`src/rtl/boot_loader.sv`:
```
// boot_loader: brings up the Astrio core. The CPU is held in reset while a
// program image arrives as a byte stream: a 16-bit big-endian word count N,
// then N big-endian 32-bit instruction words. Each completed word is written
// to the Fetcher through its load port, and then the CPU is released.
//
// Optional feature: define BOOT_LOADER_TIMEOUT_EN to abort a load into ERROR
// when no byte arrives for TIMEOUT_CYCLES cycles while bytes are expected.
//
// Ports:
//   clk, rst           system clock, synchronous active-high reset
//   start              single-cycle pulse that begins a load (ignored while busy)
//   byte_valid/_data   byte source; byte_ready accepts it (registered)
//   fetcher_loading    one-cycle Fetcher write strobe
//   fetcher_load_inst  assembled instruction word (held outside WRITE)
//   chip_select        Fetcher enable
//   cpu_rst            reset to the Astrio core, active-high
//   word_count         words written in the current load
//   busy, done, error  load status
module boot_loader #(
    parameter int MAX_WORDS      = 256,
    parameter int RELEASE_CYCLES = 4,
    parameter int TIMEOUT_CYCLES = 1000000
) (
    input  logic        clk,
    input  logic        rst,
    input  logic        start,
    input  logic        byte_valid,
    input  logic [7:0]  byte_data,
    output logic        byte_ready,
    output logic        fetcher_loading,
    output logic [31:0] fetcher_load_inst,
    output logic        chip_select,
    output logic        cpu_rst,
    output logic [15:0] word_count,
    output logic        busy,
    output logic        done,
    output logic        error
);

    typedef enum logic [2:0] {
        S_IDLE    = 3'd0,
        S_LEN_HI  = 3'd1,
        S_LEN_LO  = 3'd2,
        S_DATA    = 3'd3,
        S_WRITE   = 3'd4,
        S_RELEASE = 3'd5,
        S_RUN     = 3'd6,
        S_ERROR   = 3'd7
    } state_t;

    localparam logic [16:0] MAX_LEN     = 17'(MAX_WORDS);
    localparam logic [31:0] REL_PRELOAD = 32'(RELEASE_CYCLES - 1);

    state_t        state_r;
    state_t        state_s;
    logic          xfer_s;
    logic          timeout_s;
    logic [15:0]   len_s;
    logic [7:0]    len_hi_r;
    logic [15:0]   len_r;
    logic [1:0]    byte_idx_r;
    logic [23:0]   partial_r;
    logic [31:0]   rel_cnt_r;

    // byte_ready is a register, so the handshake has no valid->ready path.
    assign xfer_s = byte_valid && byte_ready;
    assign len_s  = {len_hi_r, byte_data};

    // True in the states that wait for incoming bytes.
    function automatic logic is_receiving(input state_t s);
        return (s == S_LEN_HI) || (s == S_LEN_LO) || (s == S_DATA);
    endfunction

`ifdef BOOT_LOADER_TIMEOUT_EN
    logic [31:0] idle_cnt_r;

    assign timeout_s = is_receiving(state_r) && !xfer_s &&
                       (idle_cnt_r >= 32'(TIMEOUT_CYCLES - 1));

    // Idle-cycle counter; held at zero outside the receiving states so that
    // entry to LEN_HI always starts a fresh count.
    always_ff @(posedge clk) begin
        if (rst) begin
            idle_cnt_r <= 32'd0;
        end else if (!is_receiving(state_r) || xfer_s) begin
            idle_cnt_r <= 32'd0;
        end else begin
            idle_cnt_r <= idle_cnt_r + 32'd1;
        end
    end
`else
    logic unused_timeout_s;

    assign timeout_s        = 1'b0;
    // The timeout parameter only matters when the feature is built.
    assign unused_timeout_s = (TIMEOUT_CYCLES != 0);
`endif

    // Next-state decode.
    always_comb begin
        state_s = state_r;
        case (state_r)
            S_IDLE: begin
                if (start) state_s = S_LEN_HI;
                else       state_s = S_IDLE;
            end
            S_LEN_HI: begin
                if (timeout_s)   state_s = S_ERROR;
                else if (xfer_s) state_s = S_LEN_LO;
                else             state_s = S_LEN_HI;
            end
            S_LEN_LO: begin
                if (timeout_s) begin
                    state_s = S_ERROR;
                end else if (xfer_s) begin
                    if ((len_s == 16'd0) || ({1'b0, len_s} > MAX_LEN)) state_s = S_ERROR;
                    else                                              state_s = S_DATA;
                end else begin
                    state_s = S_LEN_LO;
                end
            end
            S_DATA: begin
                if (timeout_s)                          state_s = S_ERROR;
                else if (xfer_s && byte_idx_r == 2'd3)  state_s = S_WRITE;
                else                                    state_s = S_DATA;
            end
            S_WRITE: begin
                if (word_count + 16'd1 == len_r) state_s = S_RELEASE;
                else                             state_s = S_DATA;
            end
            S_RELEASE: begin
                if (rel_cnt_r == 32'd0) state_s = S_RUN;
                else                    state_s = S_RELEASE;
            end
            S_RUN: begin
                if (start) state_s = S_LEN_HI;
                else       state_s = S_RUN;
            end
            S_ERROR: begin
                if (start) state_s = S_LEN_HI;
                else       state_s = S_ERROR;
            end
            default: state_s = S_IDLE;
        endcase
    end

    // State, datapath and outputs; outputs are registered from the next state
    // so they line up with the state they describe.
    always_ff @(posedge clk) begin
        if (rst) begin
            state_r           <= S_IDLE;
            byte_ready        <= 1'b0;
            fetcher_loading   <= 1'b0;
            fetcher_load_inst <= 32'd0;
            chip_select       <= 1'b0;
            cpu_rst           <= 1'b1;
            word_count        <= 16'd0;
            busy              <= 1'b0;
            done              <= 1'b0;
            error             <= 1'b0;
            len_hi_r          <= 8'd0;
            len_r             <= 16'd0;
            byte_idx_r        <= 2'd0;
            partial_r         <= 24'd0;
            rel_cnt_r         <= 32'd0;
        end else begin
            state_r         <= state_s;
            byte_ready      <= is_receiving(state_s);
            fetcher_loading <= (state_s == S_WRITE);
            chip_select     <= (state_s != S_IDLE) && (state_s != S_ERROR);
            cpu_rst         <= (state_s != S_RUN);
            busy            <= is_receiving(state_s) || (state_s == S_WRITE) ||
                               (state_s == S_RELEASE);
            done            <= (state_s == S_RUN);
            error           <= (state_s == S_ERROR);

            // A new load restarts the Fetcher address and the byte index.
            if ((state_s == S_LEN_HI) && (state_r != S_LEN_HI)) begin
                word_count <= 16'd0;
                byte_idx_r <= 2'd0;
            end else if (state_r == S_WRITE) begin
                word_count <= word_count + 16'd1;
            end

            if (xfer_s) begin
                case (state_r)
                    S_LEN_HI: len_hi_r <= byte_data;
                    S_LEN_LO: begin
                        len_r      <= len_s;
                        byte_idx_r <= 2'd0;
                    end
                    S_DATA: begin
                        byte_idx_r <= byte_idx_r + 2'd1;
                        partial_r  <= {partial_r[15:0], byte_data};
                        // First byte received lands in bits [31:24].
                        if (byte_idx_r == 2'd3) begin
                            fetcher_load_inst <= {partial_r, byte_data};
                        end
                    end
                    default: len_hi_r <= len_hi_r;
                endcase
            end

            // RELEASE lasts RELEASE_CYCLES cycles: preload N-1, leave at zero.
            if (state_r == S_WRITE) begin
                rel_cnt_r <= REL_PRELOAD;
            end else if ((state_r == S_RELEASE) && (rel_cnt_r != 32'd0)) begin
                rel_cnt_r <= rel_cnt_r - 32'd1;
            end
        end
    end

endmodule

```
`config.mk`:
```
export PLATFORM = sky130hd
export DESIGN_NAME = boot_loader
export DESIGN_NICKNAME = d
export VERILOG_FILES = /design/src/rtl/boot_loader.sv
export SDC_FILE = /design/constraint.sdc
export NUM_CORES = 1
export LEC_CHECK = 0
export BUFFER_PORTS_ARGS = -buffer_cell sky130_fd_sc_hd__buf_2
export CORE_AREA = 2 2 128 130
export CTS_CLUSTER_SIZE = 14
export DETAILED_ROUTE_END_ITERATION = 6
export DIE_AREA = 0 0 130 132
export HOLD_SLACK_MARGIN = 0.05
export REMOVE_ABC_BUFFERS = 1
export SYNTH_ARGS = -nofsm -noshare
export SYNTH_HDL_FRONTEND = slang
export SYNTH_SLANG_ARGS = --single-unit
```
`constraint.sdc`:
```
create_clock -name clk -period 3 [get_ports clk]
set_clock_uncertainty 0.05 [all_clocks]
set_input_delay 0.15 -clock clk [delete_from_list [all_inputs] [get_ports clk]]
set_output_delay 0.15 -clock clk [all_outputs]
set_load 0.02 [all_outputs]
```
==> results of run 1 <==
[layout by cell type, fill, tap and decap left out, types with 17 or more instances in the layout]
| cell type | instances |
|---|---|
| nand3_1 | 19 |
| xor2_1 | 21 |
| xnor2_1 | 28 |
| buf_2 | 66 |
| nor2_1 | 65 |
| buf_4 | 22 |
| nor4_1 | 17 |
| clkbuf_16 | 17 |
| nor3_1 | 19 |
| nand2_1 | 181 |
| dfxtp_1 | 140 |
| a21oi_1 | 93 |
[worst reg2reg max path: stages, from the launching register on]
cell,delay [ns]
dfxtp_1,0.36
or4_1,0.63
or4_1,0.56
or4_4,0.48
a21oi_4,0.23
o31ai_4,0.21
o31ai_1,0.25
[path summary, 6_finish.rpt]
check / to / from / cells after the start
hold / removal: chip_select / start / 4
setup / recovery: byte_idx_r[0] / rel_cnt_r[15] / 6
setup reg to reg: byte_idx_r[0] / rel_cnt_r[15] / 6
hold reg to reg: fetcher_load_inst[16] / fetcher_load_inst[16] / 2
[layer usage]
layer / share of wire, % / routed length, um / GRT usage [%] / up-vias
met5: 0 / 0 / 0 / -
met4: 1.0 / 159 / 4.90 / 0
met3: 4.3 / 668 / 4.95 / 16
met2: 47 / 7190 / 29.6 / 109
met1: 48 / 7370 / 25.0 / 2621
li1: - / - / - / 2836
[area by class of cell]
cell class,count,area share [%]
multi-input cells,584,42.9
flip-flops and latches,140,37.3
well taps,216,3.59
clock buffers,20,6.07
clock inverters,11,1.80
repair buffers,97,7.78
inverters,12,0.599
[repair_timing]
item                                   4_1_cts  5_1_grt
hold buffers                                 9        0
endpoints found under the hold margin       33        0
buffers inserted                             0        0
[per-stage QoR]
stage,setup slack [ns],cells,power (mW),setup TNS [ns]
after global placement,0.231,1040,2.05,0
after global routing,0.0292,1080,4.26,0
after floorplan,-1.27,736,1.98,-41.70
final,0.147,1080,4.12,0
after detailed placement,0.169,1040,2.05,0
after CTS,0.176,1080,4.16,0
[state kept, by name, summed over array words and instances, names as in the netlist]
| signal | cells |
|---|---|
| len_hi_r | 8 |
| fetcher_load_inst | 32 |
| len_r | 16 |
| chip_select | 1 |
| done | 1 |
| word_count | 16 |
| state_r | 3 |
| byte_idx_r | 2 |
| byte_ready | 1 |
| error | 1 |
| cpu_rst | 1 |
| fetcher_loading | 1 |
| busy | 1 |
| partial_r | 24 |
| rel_cnt_r | 32 |
[power groups by stage]
stage               combinational, mW  clock (mW)  sequential (mW)
finish                          0.142        2.10             1.88
global route                    0.154        2.23             1.88
CTS                             0.143        2.15             1.88
detailed placement              0.133           0             1.92
global placement                0.134           0             1.92
floorplan                      0.0621           0             1.92
[logic make-up (layout without fill, tap and decap cells)]
| family | Yosys count | in the layout | share of synthesized area (%) |
|---|---|---|---|
| AOI/OAI and AO/OA | 147 | 147 | 14.0 |
| xor gates and xnor gates | 49 | 49 | 6.88 |
| adders and majority gates | 3 | 3 | 0.602 |
| buffers and inverters | 54 | 140 | 3.39 |
| DFF | 140 | 140 | 44.9 |
| muxes | 14 | 14 | 2.27 |
| and+or+nand+nor | 371 | 371 | 27.9 |
==> results.sh, run 1 <==
export IMPL_vdd_drop_max_mv=0.402
export IMPL_synth_ff_type="dfxtp_1"
export IMPL_cts_resized=0
export IMPL_cts_sinks=140
export IMPL_power_frac_clock_pct=50.9
export IMPL_root_buffer="clkbuf_16"
export IMPL_postLayoutCoreUtil_pct=47.9
export IMPL_clkTransAtPathRegs_ns=0.06
export IMPL_relSlewSlack_pct=39.2
export IMPL_drtIter0Drc=373
export IMPL_reg2reg_slack_ns=0.15
export IMPL_place_congestion=0.841
export IMPL_power_internal_mw=3.19
export IMPL_dieArea_um2=17200
export IMPL_cellLeakagePower_nw=2.81
export IMPL_syn_inst=778
export IMPL_initial_core_util_pct=39.7
export IMPL_power_switching_mw=0.928
export IMPL_firstDrtPassIters=5
export IMPL_finalNetCount=867
export IMPL_final_hold_violation_count=0
export IMPL_ys_seq_area_share_pct=44.9
export IMPL_grt_ovfl_total=0
export IMPL_powerDensity_nw_per_um2=547
export IMPL_cp_slowest_stage_delay_ns=0.63
export IMPL_drc=0
export IMPL_synth_most_common_cell="nand2_1"
export IMPL_synthTopCellsByCount="181 x nand2_1, 140 x dfxtp_1, 93 x a21oi_1"
export IMPL_wl_um=15400
export IMPL_drive_gt1_share_pct=15.6
export IMPL_hold_class="in -> reg"
export IMPL_cts_buffers=17
export IMPL_outcome="finished, final reports clean"
export IMPL_clock_fmax_mhz=351
export IMPL_grt_pass1_vias=5177
export IMPL_power_share_sequential_pct=45.6
export IMPL_synth_seq_cells=140
export IMPL_comb_power_share_pct=3.5
export IMPL_synthArstFlopShare_pct=0
export IMPL_slowest_stage="or4_1"
export IMPL_swShare_pct=22.5
export IMPL_grt_pass1_wl_um=26000
export IMPL_critPathRequiredTime_ns=3.28
export IMPL_synthDistinctLibCells=59
export IMPL_cp_arrival_ns=3.14
export IMPL_insertion_delay_ns=0.42
export IMPL_timing_hold_ws_ns=0.196
export IMPL_diodes=0
export IMPL_ioPinCount=67
export IMPL_place_port_buffers=66
export IMPL_clk_path_buf_depth=2
export IMPL_synth_edff_count=0
export IMPL_floorplan_die_height_um=132
export IMPL_finalMaxSlewViolations=0
export IMPL_h_tree_depth=4
export IMPL_wl_per_cell_um=14.2
export IMPL_finalCriticalPeriod_ns=2.85
export IMPL_ff_latch_area_um2=2800
export IMPL_rsz0062_at_grt="no"
export IMPL_rows=46
export IMPL_period_share_pct=95.1
export IMPL_multi_input_area_um2=3230
export IMPL_design_area_um2=7520
export IMPL_antenna_found_initial=0
export IMPL_path_class="reg -> reg"
export IMPL_tightest_slew_ns=0.910
export IMPL_grt_start_max_net_pins=82
export IMPL_via_per_inst=5.17
export IMPL_synth_top_area_cell="dfxtp_1"
export IMPL_cp_common_cell="or4_1"
export IMPL_fillCellCount=1585
export IMPL_start_kind="flip-flop"
export IMPL_cts_tree="built"
export IMPL_synth_top_cell_area_share_pct=44.9
export IMPL_core_area_um2=15700
export IMPL_dp_hpwl_um=10400
export IMPL_setup_viol=0
export IMPL_grtUsageTotal_pct=18.6
export IMPL_die_w_um=130
export IMPL_path_delay_family="simple AND/OR/NAND/NOR gates"
export IMPL_num_vias=5582
export IMPL_cp_end_kind="flip-flop"
export IMPL_syn_area_um2=6240
export IMPL_worst_path_buf_inv=0
export IMPL_maxCapViolations=0
export IMPL_ys_top_cells_by_area="dfxtp_1 45%, nand2_1 11%, a21oi_1 7.5%"
export IMPL_critPathMaxFanout=18
export IMPL_drtAntennaViolNets=0
export IMPL_crit_chain="or4_1 -> or4_1 -> or4_4 -> a21oi_4 -> o31ai_4 -> o31ai_1"
export IMPL_avgSynthCellArea_um2=8.02
export IMPL_placed_area_um2=6840
export IMPL_yosysWarningCount=0
export IMPL_syn2layout_area_growth_pct=20.6
Power figures use the tool's default switching activity.
==> run 2, diff against run 1 <==
- ABC_AREA: unset -> 1
- CORE_AREA: 2 2 128 130 -> 2 2 116 118
- DIE_AREA: 0 0 130 132 -> 0 0 118 120
- PLACE_DENSITY: unset -> 0.68
==> run 2 against run 1 <==
Compared with the run above: global-route usage is 3.6 points higher; synthesized cell count increased by 12%; combinational power increased to 3.0 times the previous value; highest routed layer unchanged; clock-buffer cell count shrank 2; clock power about the same; routed wire length down 3.6%; sequential power is 4% higher; hold slack worse by 0.032 ns; via count grew 2.5%; maximum frequency grew 12%.
==> results.sh, run 2 <==
export IMPL_yosysWarningCount=0
export IMPL_ys_top_cells_by_area="dfxtp_1 44%, nand2_1 8.4%, o21ai_0 7.1%"
export IMPL_clk_path_buf_depth=2
export IMPL_p_total_mw=4.48
export IMPL_drtIter0Drc=392
export IMPL_rows=42
export IMPL_critPathMaxFanout=16
export IMPL_cp_end_kind="flip-flop"
export IMPL_fillCellCount=1229
export IMPL_relSlewSlack_pct=44.6
export IMPL_antenna_found_initial=0
export IMPL_ioPinCount=67
export IMPL_postLayoutCoreUtil_pct=57.7
export IMPL_cp_common_cell="nand2_1"
export IMPL_setup_viol=0
export IMPL_worst_path_buf_inv=0
export IMPL_postCtsSetupRepairBufs=0
export IMPL_powerDensity_nw_per_um2=598
export IMPL_core_area_um2=13000
export IMPL_ff_latch_area_um2=2800
export IMPL_dp_hpwl_um=10400
export IMPL_clock_fmax_mhz=393
export IMPL_grtUsageTotal_pct=22.2
export IMPL_cellLeakagePower_nw=3.25
export IMPL_avgSynthCellArea_um2=7.22
export IMPL_h_tree_depth=4
export IMPL_cp_arrival_ns=2.79
export IMPL_place_port_buffers=66
export IMPL_final_cell_mix="141 x nand2_1, 140 x dfxtp_1, 112 x inv_1"
export IMPL_dieArea_um2=14200
export IMPL_grt_pass1_wl_um=25600
export IMPL_period_share_pct=84.8
export IMPL_vdd_drop_max_mv=0.421
export IMPL_hold_class="in -> reg"
export IMPL_firstDrtPassIters=5
export IMPL_layout_commonest_cell="nand2_1"
export IMPL_synth_ff_type="dfxtp_1"
export IMPL_finalCriticalPeriod_ns=2.54
export IMPL_synth_seq_cells=140
export IMPL_cts_tree="built"
export IMPL_root_buffer="clkbuf_16"
export IMPL_cts_buffers=17
export IMPL_die_w_um=118
export IMPL_cts_sinks=140
export IMPL_synth_edff_count=0
export IMPL_outcome="finished, final reports clean"
export IMPL_fin_cells=1136
export IMPL_floorplan_die_height_um=120
export IMPL_synth_most_common_cell="nand2_1"
export IMPL_synthArstFlopShare_pct=0
export IMPL_syn2layout_area_growth_pct=18.6
export IMPL_place_ws_ns=0.437
export IMPL_syn_inst=875
export IMPL_hold_buffers=9
export IMPL_grt_ovfl_total=0
export IMPL_final_hold_violation_count=0
export IMPL_finalMaxSlewViolations=0
export IMPL_wl_per_cell_um=13.1
export IMPL_layout_setup_ws_ns=0.455
export IMPL_cp_slowest_stage_delay_ns=0.44
export IMPL_wl_um=14800
export IMPL_largestRegisters="fetcher_load_inst x32, rel_cnt_r x32, partial_r x24"
export IMPL_drc=0
export IMPL_slowest_stage="dfxtp_1"
export IMPL_drive_gt1_share_pct=15.6
export IMPL_start_kind="flip-flop"
export IMPL_path_delay_family="simple AND/OR/NAND/NOR gates"
export IMPL_clkTransAtPathRegs_ns=0.06
export IMPL_initial_core_util_pct=48.7
export IMPL_drtAntennaViolNets=0
export IMPL_path_class="reg -> reg"
export IMPL_synth_top_cell_area_share_pct=44.3
export IMPL_diodes=0
export IMPL_syn_area_um2=6320
export IMPL_cts_resized=0
export IMPL_place_congestion=0.901
export IMPL_finalNetCount=962
export IMPL_via_per_inst=5.04
export IMPL_synth_top_area_cell="dfxtp_1"
export IMPL_insertion_delay_ns=0.42
export IMPL_tightest_slew_ns=0.828
export IMPL_synthDistinctLibCells=40
export IMPL_crit_chain="ha_1 -> nand3_2 -> nor2_4 -> xor2_1 -> nand2_1 -> nand2_1 -> nand3_1 -> nor2_1 -> nand2_1 -> nand2_1 -> nand2_2 -> nand2_4 -> nand3_4 -> nand2_4 -> a21oi_1"
export IMPL_maxCapViolations=0
export IMPL_grt_pass1_vias=5444
export IMPL_synthTopCellsByCount="141 x nand2_1, 140 x dfxtp_1, 112 x inv_1"
export IMPL_ys_seq_area_share_pct=44.3
export IMPL_num_vias=5724
export IMPL_critPathRequiredTime_ns=3.24
export IMPL_multi_input_area_um2=2960
export IMPL_grt_start_max_net_pins=65
export IMPL_rsz0062_at_grt="no"
export IMPL_place_inst=1095
-- run 2: cell types whose count changed after synthesis, sizes merged, moves of 25 or more --
cell	previous run	this run
nor2	66	124
inv	11	114
nand2	181	151
xnor2	28	3
o21ai	15	91
nand3	19	45
-- run 2: cell type report --
class | instances | area share, %
clock buffers | 18 | 5.86
multi-input cells | 590 | 39.5
repair buffers | 83 | 6.41
well taps | 176 | 2.94
inverters | 115 | 5.76
flip-flops and latches | 140 | 37.4
clock inverters | 14 | 2.09
-- run 2: path summary, 6_finish.rpt --
check	startpoint	to	slack [ns]	cells past startpoint
max reg2reg	word_count[0]	word_count[1]	0.46	15
min	byte_valid	byte_idx_r[1]	0.16	5
max	word_count[0]	word_count[1]	0.46	15
min reg2reg	partial_r[16]	partial_r[16]	0.40	2
-- run 2: kinds of logic (layout without fill, tap and decap cells) --
family                     after synthesis  in the layout  share of synthesized area, %
AOI/OAI and AO/OA                      210            210                          18.1
xor gates and xnor gates                10             10                          1.39
adders and majority gates                3              3                         0.594
buffers and inverters                  145            230                          8.91
DFF                                    140            140                          44.3
and+or+nand+nor                        367            367                          26.7
-- run 2: metal layers --
metal  wire (um)  vias to the layer above  global-route usage [%]
met4         280                        0                    9.34
met2        6470                      127                    34.5
met5           0                        -                       0
met1        7390                     2553                    29.5
li1            -                     3020                       -
met3         703                       24                    5.70
-- run 2: per-stage QoR --
| stage | cell area, um^2 | hold slack (ns) | TNS, ns |
|---|---|---|---|
| after detailed placement | 6810 | 0.397 | 0 |
| after global placement | 6810 | 0.395 | 0 |
| after CTS | 7490 | 0.159 | 0 |
| after global routing | 7490 | 0.205 | 0 |
| after floorplan | 6190 | 0.169 | -17.79 |
| final | 7490 | 0.164 | 0 |
-- run 2: worst min-delay path, cell delays in order --
cell and delay (ns):
buf_2 0.10, nand2_1 0.12, nor2_1 0.10, nand2_1 0.06, a21oi_1 0.05
-- run 2: power breakdown --
group	switching, mW	internal (mW)
combinational	0.293	0.127
clock	0.852	1.26
sequential	0.0362	1.91
==> run 3, diff against run 2 <==
- ABC_AREA: 1 -> 0
- CORE_AREA: 2 2 116 118 -> 2 2 115 117
- DIE_AREA: 0 0 118 120 -> 0 0 117 119
- PLACE_DENSITY: 0.68 -> 0.69
- clock period: 3 -> 2.4 ns (I/O delays scaled with it)
==> run 3 against run 2 <==
Compared with the run above: maximum frequency up 0.55%; design area up 7.4%; critical path type unchanged; die area down 1.7%; routed wire length up 7.9%; hold slack worse by 0.00059 ns; the flow now finishes with violations (negative setup slack); largest cell class unchanged; combinational power down 53%; critical path depth down 8; via count up 3.3%; non-clock buffer count up 67.
==> results.sh, run 3 (same netlist as run 1, synthesis figures left out) <==
export IMPL_outcome="finished, violations left"
export IMPL_violations="negative setup slack"
export IMPL_root_buffer="clkbuf_16"
export IMPL_cp_common_cell="or4_4"
export IMPL_start_kind="flip-flop"
export IMPL_grt_pass1_wl_um=26300
export IMPL_p_total_mw=5.26
export IMPL_antenna_found_initial=1
export IMPL_power_share_sequential_pct=44.7
export IMPL_slowest_stage="or4_4"
export IMPL_firstDrtPassIters=5
export IMPL_wl_per_cell_um=14.6
export IMPL_period_share_pct=105
export IMPL_multi_input_area_um2=3360
export IMPL_place_port_buffers=66
export IMPL_place_ws_ns=-0.146
export IMPL_cp_end_kind="flip-flop"
export IMPL_power_switching_mw=1.18
export IMPL_fin_cells=1095
export IMPL_grtUsageTotal_pct=23.7
export IMPL_reg2reg_slack_ns=-0.13
export IMPL_cp_slowest_stage_delay_ns=0.56
export IMPL_tightest_slew_ns=0.509
export IMPL_reg2reg_from="rel_cnt_r[8]"
export IMPL_power_frac_clock_pct=51.6
export IMPL_cellLeakagePower_nw=3.12
export IMPL_path_delay_family="simple AND/OR/NAND/NOR gates"
export IMPL_final_cell_mix="180 x nand2_1, 139 x dfxtp_1, 92 x a21oi_1"
export IMPL_h_tree_depth=4
export IMPL_cts_tree="built"
export IMPL_die_w_um=117
export IMPL_critPathRequiredTime_ns=2.62
export IMPL_cts_sinks=140
export IMPL_crit_start="rel_cnt_r[8]"
export IMPL_cts_buffers=17
export IMPL_largestRegisters="fetcher_load_inst x32, rel_cnt_r x32, partial_r x24"
export IMPL_relSlewSlack_pct=65.7
export IMPL_dp_hpwl_um=11400
export IMPL_fillCellCount=1113
export IMPL_power_internal_mw=4.07
export IMPL_layout_setup_ws_ns=-0.131
export IMPL_rsz0062_at_grt="yes"
export IMPL_vdd_drop_max_mv=0.554
export IMPL_path_class="reg -> reg"
export IMPL_drtAntennaViolNets=0
export IMPL_finalNetCount=920
export IMPL_clock_fmax_mhz=395
export IMPL_drc=0
export IMPL_dieArea_um2=13900
export IMPL_setup_viol=31
export IMPL_num_vias=5912
export IMPL_grt_start_max_net_pins=54
export IMPL_min_from="start"
export IMPL_crit_chain="or4_4 -> or4_4 -> or4_4 -> a21oi_4 -> buf_4 -> buf_6 -> nand3_1"
export IMPL_drive_gt1_share_pct=23.0
export IMPL_syn2layout_area_growth_pct=29.1
export IMPL_reg2reg_to="cpu_rst"
export IMPL_layout_commonest_cell="nand2_1"
export IMPL_core_area_um2=12900
export IMPL_clk_path_buf_depth=2
export IMPL_wl_um=16000
export IMPL_worst_path_buf_inv=2
export IMPL_crit_end="cpu_rst"
export IMPL_powerDensity_nw_per_um2=653
export IMPL_grt_ovfl_total=0
export IMPL_finalMaxSlewViolations=0
export IMPL_crit_cells=7
export IMPL_maxCapViolations=0
export IMPL_ff2ff_path_depth=7
export IMPL_drtIter0Drc=334
export IMPL_insertion_delay_ns=0.42
export IMPL_place_congestion=0.920
export IMPL_comb_power_share_pct=3.8
export IMPL_final_hold_violation_count=0
export IMPL_cp_arrival_ns=2.75
export IMPL_finalCriticalPeriod_ns=2.53
export IMPL_rows=42
export IMPL_ff_latch_area_um2=2800
export IMPL_grt_pass1_vias=5565
export IMPL_swShare_pct=22.5
export IMPL_clkTransAtPathRegs_ns=0.06
export IMPL_place_inst=1051
export IMPL_critPathMaxFanout=3
export IMPL_ioPinCount=67
export IMPL_via_per_inst=5.40
export IMPL_initial_core_util_pct=48.4
export IMPL_hold_class="in -> reg"
export IMPL_floorplan_die_height_um=119
export IMPL_timing_hold_ws_ns=0.164
==> run 3: metrics by stage <==
step | setup TNS, ns | area, um^2 | utilization (%)
detailed placement | -3.16 | 7190 | 55.8
finish | -2.42 | 8050 | 62.5
floorplan | -77.30 | 6070 | -
CTS | -1.90 | 7930 | 61.6
global placement | -2.18 | 7190 | 55.8
global route | -5.19 | 8050 | 62.5
==> run 3: layout make-up <==
| cell class | count | area share [%] |
|---|---|---|
| multi-input cells | 584 | 41.8 |
| flip-flops and latches | 140 | 34.8 |
| repair buffers | 150 | 12.4 |
| clock buffers | 18 | 5.33 |
| well taps | 176 | 2.74 |
| clock inverters | 14 | 2.29 |
| inverters | 12 | 0.560 |
| diodes | 1 | 0.0311 |
==> run 3: metal layers <==
metal,global-route usage [%],routed length (um),vias to the layer above
li1,-,-,2945
met1,29.8,7050,2798
met2,39.5,8010,147
met3,5.29,667,22
met4,8.31,285,0
met5,0,0,-
==> run 3: worst min path at each step <==
| stage | to | cells after the start |
|---|---|---|
| after detailed placement | len_r[5] | 3 |
| after floorplan | fetcher_load_inst[0] | 1 |
| after CTS | error | 5 |
| final | error | 5 |
| after global routing | byte_idx_r[0] | 3 |
| after global placement | len_r[5] | 3 |
==> run 3: power by group through the flow <==
| stage | clock [mW] | sequential, mW | combinational [mW] |
|---|---|---|---|
| 2_1_floorplan | 0 | 2.40 | 0.0776 |
| 3_3_place_gp | 0 | 2.40 | 0.174 |
| 3_5_place_dp | 0 | 2.40 | 0.178 |
| 4_1_cts | 2.76 | 2.35 | 0.191 |
| 5_1_grt | 2.87 | 2.35 | 0.215 |
| 6_report | 2.71 | 2.35 | 0.199 |
==> run 3: worst register-to-register path, stage by stage (launching register included) <==
cell and delay [ns]:
dfxtp_2 0.32, or4_4 0.53, or4_4 0.44, or4_4 0.56, a21oi_4 0.18, buf_4 0.13
buf_6 0.08, nand3_1 0.10
==> run 3: timing repair <==
item,CTS,global route
gates cloned,0,0
hold buffers,9,0
resized for setup,9,21
setup endpoints to repair,41,52
hold endpoints to repair,36,0
buffers inserted,0,2
pin swaps,4,7
